===== config.mk =====
export PLATFORM = sky130hd
export DESIGN_NAME = multicycle_ctrl
export DESIGN_NICKNAME = d
export VERILOG_FILES = /design/src/rtl/multicycle_ctrl.sv
export SDC_FILE = /design/constraint.sdc
export NUM_CORES = 1
export LEC_CHECK = 0
export BUFFER_PORTS_ARGS = -buffer_cell sky130_fd_sc_hd__buf_2
export CAP_MARGIN = 20
export CORE_AREA = 4 4 41 43
export DETAILED_ROUTE_END_ITERATION = 8
export DIE_AREA = 0 0 45 47
export GPL_ROUTABILITY_DRIVEN = 0
export GPL_TIMING_DRIVEN = 0
export MAX_ROUTING_LAYER = met4
export PLACE_DENSITY = 0.69
export SLEW_MARGIN = 25
export SYNTH_ARGS = -nofsm -noshare
export SYNTH_HDL_FRONTEND = slang
export SYNTH_SLANG_ARGS = --single-unit

===== constraint.sdc =====
create_clock -name clk -period 2.4 [get_ports clk]
set_input_delay 0.36 -clock clk [delete_from_list [all_inputs] [get_ports clk]]
set_output_delay 0.36 -clock clk [all_outputs]
set_load 0.03 [all_outputs]

===== src/rtl/multicycle_ctrl.sv =====
// Main control FSM for the multicycle RV32I core: sequences fetch/decode/execute/
// memory/writeback and drives datapath enables, mux selects, ALUOp and ImmSrc.
module multicycle_ctrl (
  input  logic       clk,
  input  logic       reset,
  input  logic [6:0] op,
  input  logic       Zero,
  output logic       PCWrite,
  output logic       AdrSrc,
  output logic       MemWrite,
  output logic       IRWrite,
  output logic [1:0] ResultSrc,
  output logic [1:0] ALUSrcA,
  output logic [1:0] ALUSrcB,
  output logic [1:0] ALUOp,
  output logic [1:0] ImmSrc,
  output logic       RegWrite,
  output logic       Illegal
);

  localparam logic [6:0] OP_LW  = 7'b0000011;
  localparam logic [6:0] OP_SW  = 7'b0100011;
  localparam logic [6:0] OP_R   = 7'b0110011;
  localparam logic [6:0] OP_I   = 7'b0010011;
  localparam logic [6:0] OP_BEQ = 7'b1100011;
  localparam logic [6:0] OP_JAL = 7'b1101111;

  typedef enum logic [3:0] {
    S_FETCH    = 4'd0,
    S_DECODE   = 4'd1,
    S_MEMADR   = 4'd2,
    S_MEMREAD  = 4'd3,
    S_MEMWB    = 4'd4,
    S_MEMWRITE = 4'd5,
    S_EXECR    = 4'd6,
    S_EXECI    = 4'd7,
    S_JAL      = 4'd8,
    S_ALUWB    = 4'd9,
    S_BEQ      = 4'd10
  } state_t;

  state_t r_state;
  state_t w_next;
  logic   w_pc_update;
  logic   w_branch;

  always_ff @(posedge clk or posedge reset) begin
    if (reset) r_state <= S_FETCH;
    else       r_state <= w_next;
  end

  always_comb begin
    w_next      = S_FETCH;
    w_pc_update = 1'b0;
    w_branch    = 1'b0;
    AdrSrc      = 1'b0;
    MemWrite    = 1'b0;
    IRWrite     = 1'b0;
    ResultSrc   = 2'b00;
    ALUSrcA     = 2'b00;
    ALUSrcB     = 2'b00;
    ALUOp       = 2'b00;
    RegWrite    = 1'b0;
    Illegal     = 1'b0;
    case (r_state)
      S_FETCH: begin
        // op is still loading into the IR here, so it must not steer anything
        IRWrite     = 1'b1;
        ALUSrcB     = 2'b10;
        ResultSrc   = 2'b10;
        w_pc_update = 1'b1;
        w_next      = S_DECODE;
      end
      S_DECODE: begin
        // ALU precomputes OldPC + imm for a possible branch
        ALUSrcA = 2'b01;
        ALUSrcB = 2'b01;
        case (op)
          OP_LW, OP_SW: w_next = S_MEMADR;
          OP_R:         w_next = S_EXECR;
          OP_I:         w_next = S_EXECI;
          OP_JAL:       w_next = S_JAL;
          OP_BEQ:       w_next = S_BEQ;
          default: begin
            w_next  = S_FETCH;
            Illegal = 1'b1;
          end
        endcase
      end
      S_MEMADR: begin
        ALUSrcA = 2'b10;
        ALUSrcB = 2'b01;
        w_next  = (op == OP_LW) ? S_MEMREAD : S_MEMWRITE;
      end
      S_MEMREAD: begin
        AdrSrc = 1'b1;
        w_next = S_MEMWB;
      end
      S_MEMWB: begin
        ResultSrc = 2'b01;
        RegWrite  = 1'b1;
        w_next    = S_FETCH;
      end
      S_MEMWRITE: begin
        AdrSrc   = 1'b1;
        MemWrite = 1'b1;
        w_next   = S_FETCH;
      end
      S_EXECR: begin
        ALUSrcA = 2'b10;
        ALUSrcB = 2'b00;
        ALUOp   = 2'b10;
        w_next  = S_ALUWB;
      end
      S_EXECI: begin
        ALUSrcA = 2'b10;
        ALUSrcB = 2'b01;
        ALUOp   = 2'b10;
        w_next  = S_ALUWB;
      end
      S_JAL: begin
        // PC <- branch target from Decode; ALU forms OldPC + 4 for the link
        ALUSrcA     = 2'b01;
        ALUSrcB     = 2'b10;
        w_pc_update = 1'b1;
        w_next      = S_ALUWB;
      end
      S_ALUWB: begin
        RegWrite = 1'b1;
        w_next   = S_FETCH;
      end
      S_BEQ: begin
        ALUSrcA  = 2'b10;
        ALUSrcB  = 2'b00;
        ALUOp    = 2'b01;
        w_branch = 1'b1;
        w_next   = S_FETCH;
      end
      default: w_next = S_FETCH;
    endcase
  end

  assign PCWrite = w_pc_update | (w_branch & Zero);

  always_comb begin
    case (op)
      OP_SW:   ImmSrc = 2'b01;
      OP_BEQ:  ImmSrc = 2'b10;
      OP_JAL:  ImmSrc = 2'b11;
      default: ImmSrc = 2'b00;
    endcase
  end

endmodule


==> impl_metrics.json, run 1 <==
{
  "routed.top_layer": "met4",
  "nFillCells": 134,
  "synthArstFlopShare": 1.00,
  "required_ps": 2040,
  "hold_depth": 3,
  "clockBufferDepth": 2,
  "ant_nets": 0,
  "antenna_found_initial": 0,
  "antenna_cells": 0,
  "synth_area_um2": 526,
  "synth_nets": 73,
  "largest_reg_flops": 4,
  "max_freq_mhz": 515,
  "synth.top_cells.by_area": "dfrtp_1 (19%), buf_6 (6.4%), buf_4 (5.7%), nor4b_1 (5.0%), nor4b_4 (4.5%)",
  "synthCells": 63,
  "start_util": 0.404,
  "clk_latency_ps": 240,
  "critPathTopFamily": "buffers and inverters",
  "die_h_um": 47,
  "layout_setup_ws_ps": 460,
  "die_w_um": 45,
  "grt_pass1_wl_mm": 2.09,
  "synth.avg_cell_area_um2": 8.34,
  "top_register": "r_state",
  "startpoint": "r_state[0]",
  "vias": 583,
  "ioPinCount": 26,
  "whs_endpoint": "r_state[1]",
  "endpoint_kind": "output pin",
  "syn_to_final_growth_pct": 33.6,
  "cts_sinks": 4,
  "final_nets": 104,
  "leakagePower_nw": 0.349,
  "cts_setup_buffers": 0,
  "critical_path.slowest_cell": "dfrtp_1",
  "cp_common_cell": "buf_4",
  "tritoncts": "built",
  "htreeDepth": 1,
  "powerDensity_nw_per_um2": 827,
  "wl_met3_um": 80,
  "reg.largest.list": "r_state (4)",
  "min_path_type": "input port to flip-flop",
  "setup-tns-final_ps": 0,
  "dpl-instance-area_um2": 669,
  "worstPathArrival_ps": 1580,
  "yosysTopAreaCellShare": 0.190,
  "wl_per_cell_um": 12.1,
  "ys_types": 32,
  "grt_max_degree": 11,
  "vias_per_cell": 5.45,
  "cts_buffers": 3,
  "worstHoldStart": "op[6]",
  "drt-met1-wl_um": 573,
  "first_iter_violations": 6,
  "fin_crit_ps": 1940,
  "drt-total-wl_mm": 1.30,
  "maxSlewHeadroom": 0.671,
  "drive_above_1_share": 0.413,
  "slew_viol_final": 0,
  "worstMarginPinSlew_ps": 488,
  "wl_met2_um": 621,
  "synth-edff-count": 0,
  "max_stage_delay_ps": 440,
  "min_period_over_period": 0.808,
  "synth_ff_type": "dfrtp_1",
  "port_buffers": 25,
  "grt_pass1_vias": 509,
  "track_usage": 0.136,
  "final_cell_area_um2": 702,
  "worstPathCellList": "buf_4, nor4_1, buf_4, buf_2",
  "core-area_um2": 1300,
  "rows": 13,
  "start_kind": "flip-flop",
  "crit_type": "flip-flop to output pin",
  "dp.final_hpwl_um": 986,
  "ys_seq_area_frac": 0.190,
  "drc": 0,
  "rr_endpoint": "r_state[1]",
  "hold_viol": 0,
  "cap_violations": 0,
  "first_pass_iters": 4,
  "place_ws_ps": 712,
  "dieArea_um2": 2120,
  "finalSetupViolCount": 0,
  "grt.overflow.total": 0,
  "rsz0062_at_grt": "false",
  "ys_seq_elements": 4,
  "r2r-start": "r_state[2]",
  "yosysWarnings": 0,
  "r2r_slack_ps": 1230,
  "whs_ps": 432,
  "crit_buf_inv": 3,
  "clkTransAtPathRegs_ps": 40,
  "cts-root-buf": "clkbuf_4",
  "peakVddDrop_v": 0.000428,
  "status": "complete, no violations",
  "crit_fanout": 10,
  "r2r_cells": 4,
  "clock_skew_ps": 5.49,
  "yosys.area.top_type": "dfrtp_1"
}
cells by family after synthesis:
logic type,Yosys count,synth area share
simple gates,37,0.490
compound gates,10,0.121
xor+xnor,3,0.0500
flops,4,0.190
buf+inv,8,0.129
mux,1,0.0190
what timing repair did:
| action | 4_1_cts | 5_1_grt |
|---|---|---|
| hold buffers | 1 | 0 |
| gates resized for setup | 0 | 0 |
| endpoints found under the hold margin | 2 | 0 |
tightest hold or removal path, stage by stage:
cell and delay (ps):
buf_2 100, or4_1 110, a21oi_1 50
per-stage QoR:
| step | instances | util | power, W |
|---|---|---|---|
| floorplan | 63 | - | 0.000395 |
| global placement | 103 | 0.514 | 0.000491 |
| detailed placement | 103 | 0.514 | 0.000494 |
| CTS | 107 | 0.539 | 0.000581 |
| global route | 107 | 0.539 | 0.000615 |
| finish | 107 | 0.539 | 0.000581 |
power breakdown:
part           internal [W]  switching (W)
clock network     0.0000561      0.0000296
registers         0.0000779      0.0000175
logic              0.000147       0.000253
total              0.000281       0.000300
how the worst max path moves through the flow:
stage / to / slack [ps] / cells past startpoint
2_1_floorplan: ResultSrc[1] / 50 / 4
3_3_place_gp: ImmSrc[0] / 710 / 4
3_5_place_dp: ImmSrc[0] / 710 / 4
4_1_cts: ResultSrc[1] / 460 / 4
5_1_grt: ResultSrc[1] / 350 / 4
6_report: ResultSrc[1] / 460 / 4
layout by cell type, fill, tap and decap left out, types with 2 or more instances in the layout:
cell and count:
buf_2 25, nand2_1 5, nor2_1 5, buf_4 4
a21oi_1 4, dfrtp_1 4, buf_6 3, nor4_1 3
nor4b_1 3, nor3_1 3, nor3b_1 3, clkbuf_4 3
nand3b_1 2, nor2b_1 2, o21ai_0 2, xnor2_1 2
cell usage after synthesis (2+ instances only):
master / instances
a21oi_1: 4
buf_4: 4
buf_6: 3
dfrtp_1: 4
nand2_1: 5
nand3b_1: 2
nor2_1: 5
nor2b_1: 2
nor3_1: 3
nor3b_1: 3
nor4_1: 3
nor4b_1: 3
o21ai_0: 2
xnor2_1: 2
layout make-up:
type / instances / area, µm² / share of cell area
Tap cell: 15 / 18.8 / 0.0267
Multi-Input combinational cell: 51 / 358 / 0.510
Clock buffer: 3 / 22.5 / 0.0321
Sequential cell: 4 / 100 / 0.143
Timing Repair Buffer: 26 / 135 / 0.193
Inverter: 1 / 3.75 / 0.00535
Buffer: 7 / 63.8 / 0.0909
per-layer routing:
| metal | track usage | vias to the layer above |
|---|---|---|
| li1 | - | 292 |
| met1 | 0.160 | 267 |
| met2 | 0.229 | 21 |
| met3 | 0.0115 | 3 |
| met4 | 0.0702 | 0 |
| met5 | - | - |
No activity file was read; power rests on OpenSTA's default activity.
==> run 2, diff against run 1 <==
--- a/config.mk
+++ b/config.mk
@@ -5,6 +5,7 @@
 export SDC_FILE = /design/constraint.sdc
 export NUM_CORES = 1
 export LEC_CHECK = 0
+export ABC_AREA = 1
 export BUFFER_PORTS_ARGS = -buffer_cell sky130_fd_sc_hd__buf_2
 export CAP_MARGIN = 20
 export CORE_AREA = 4 4 41 43
@@ -13,7 +14,7 @@
 export GPL_ROUTABILITY_DRIVEN = 0
 export GPL_TIMING_DRIVEN = 0
 export MAX_ROUTING_LAYER = met4
-export PLACE_DENSITY = 0.69
+export PLACE_DENSITY = 0.64
 export SLEW_MARGIN = 25
 export SYNTH_ARGS = -nofsm -noshare
 export SYNTH_HDL_FRONTEND = slang
==> constraint.sdc (replaced) <==
create_clock -name clk -period 1.7 [get_ports clk]
set_input_delay 0.255 -clock clk [delete_from_list [all_inputs] [get_ports clk]]
set_output_delay 0.255 -clock clk [all_outputs]
set_load 0.03 [all_outputs]
==> impl_metrics.json, run 2 <==
{
  "min_period_over_period": 0.952,
  "fin_crit_ps": 1620,
  "startpoint": "r_state[1]",
  "final_nets": 118,
  "crit_fanout": 6,
  "dieArea_um2": 2120,
  "finalPower_w": 0.000810,
  "final_util": 0.475,
  "ys_seq_area_frac": 0.231,
  "cts-root-buf": "clkbuf_4",
  "grt_max_degree": 8,
  "slew_viol_final": 0,
  "yosysWarnings": 0,
  "cts_sinks": 4,
  "rsz0062_at_grt": "false",
  "drc": 0,
  "synthArstFlopShare": 1.00,
  "port_buffers": 25,
  "hold_depth": 4,
  "tritoncts": "built",
  "drive_above_1_share": 0.396,
  "final_cell_mix": "nand2_1 (23), buf_2 (22), inv_1 (10)",
  "r2r_cells": 5,
  "setup-tns-final_ps": 0,
  "ys_top_cells_by_count": "nand2_1 (23), inv_1 (10), nor2_1 (9)",
  "hold_viol": 0,
  "use_met2": 0.178,
  "vias_per_cell": 4.47,
  "synth_nets": 87,
  "first_pass_iters": 4,
  "ys_seq_elements": 4,
  "start_util": 0.334,
  "cap_violations": 0,
  "worstPathArrival_ps": 1360,
  "drt-total-wl_mm": 1.08,
  "r2r-start": "r_state[2]",
  "ioPinCount": 26,
  "first_iter_violations": 7,
  "yosysMostFrequentCell": "nand2_1",
  "grt_pass1_wl_mm": 1.70,
  "cts_setup_buffers": 0,
  "grt_util_met1": 0.136,
  "grt.overflow.total": 0,
  "ys_types": 15,
  "synth.avg_cell_area_um2": 5.64,
  "top_register": "r_state",
  "maxSlewHeadroom": 0.833,
  "place_inst": 117,
  "dp.final_hpwl_um": 914,
  "synth_area_um2": 434,
  "endpoint_kind": "output pin",
  "clockBufferDepth": 2,
  "ant_nets": 0,
  "antenna_cells": 0,
  "largest_reg_flops": 4,
  "layout_setup_ws_ps": 81.4,
  "die_w_um": 45,
  "crit_type": "flip-flop to output pin",
  "grt_util_met3": 0.0345,
  "die_h_um": 47,
  "worstMarginPinSlew_ps": 251,
  "rows": 13,
  "grt_pass1_vias": 443,
  "wl_per_cell_um": 8.93,
  "synth.top_cells.by_area": "dfrtp_1 (23%), nand2_1 (20%), inv_1 (8.6%), nand3_1 (8.1%), nor2_1 (7.8%)",
  "syn_to_final_growth_pct": 42.4,
  "cts_buffers": 3,
  "clkTransAtPathRegs_ps": 30,
  "place_ws_ps": 312,
  "peakVddDrop_v": 0.000632,
  "powerDensity_nw_per_um2": 1310,
  "worstHoldStart": "op[5]",
  "synth-edff-count": 0,
  "htreeDepth": 1,
  "yosys.area.top_type": "dfrtp_1",
  "max_freq_mhz": 618,
  "vias": 541,
  "grt_busiest_layer": "met2",
  "leakagePower_nw": 0.384,
  "finalSetupViolCount": 0,
  "min_path_type": "input port to flip-flop",
  "status": "complete, no violations",
  "core-area_um2": 1300,
  "yosysTopAreaCellShare": 0.231,
  "layout.cells.non_filler": 121,
  "final_common_cell": "nand2_1",
  "clk_latency_ps": 230,
  "synthCells": 77,
  "antenna_found_initial": 0,
  "clock_skew_ps": 5.91,
  "reg.largest.list": "r_state (4)",
  "synth_ff_type": "dfrtp_1",
  "start_kind": "flip-flop",
  "track_usage": 0.112,
  "required_ps": 1440
}
run 2: cell type report:
class	count	area [µm²]
inverter	14	52.6
tap	15	18.8
fill	152	683
buffer	1	7.51
sequential	4	100
timing repair buffer	26	143
clock buffer	3	22.5
multi-input combinational	58	274
run 2: worst max-delay path, cell delays in order, from the launching register on:
cell and delay, ps:
dfrtp_1 390, inv_2 140, nand2_2 110, nor2_4 150
nand2_1 60, nor2_1 90, clkbuf_4 190
run 2: report_power, final:
| part | switching (W) | internal, W |
|---|---|---|
| combinational | 0.000377 | 0.000178 |
| clock | 0.0000357 | 0.0000787 |
| sequential | 0.0000297 | 0.000111 |
run 2: worst paths after layout:
path,endpoint,slack (ps)
max,Illegal,80
min,r_state[1],350
max reg2reg,r_state[2],590
min in group asynchronous,r_state[0],450
max in group asynchronous,r_state[2],1100
min reg2reg,r_state[2],630
run 2: repair_timing:
item,CTS,global route
resized for setup,0,3
endpoints found under the setup margin,0,3
hold endpoints to repair,4,0
hold buffers,1,0
run 2: cell families (layout without fill, tap and decap cells):
logic type,after synthesis,in the layout,synth area share
buffers and inverters,15,44,0.138
and+or+nand+nor,52,52,0.550
DFF,4,4,0.231
AOI/OAI and AO/OA,6,6,0.0807
run 2: per-stage QoR:
| step | area, µm² | hold WS (ps) |
|---|---|---|
| final | 618 | 349 |
| after global routing | 618 | 370 |
| after floorplan | 434 | 21.1 |
| after CTS | 611 | 348 |
| after global placement | 578 | 133 |
| after detailed placement | 578 | 143 |
run 2: metal layers:
metal	vias to the layer above	share of wire	wire length, µm
met5	-	0	0
met4	0	0	0
met3	0	0.10	108
met2	19	0.44	477
met1	224	0.46	494
li1	298	-	-
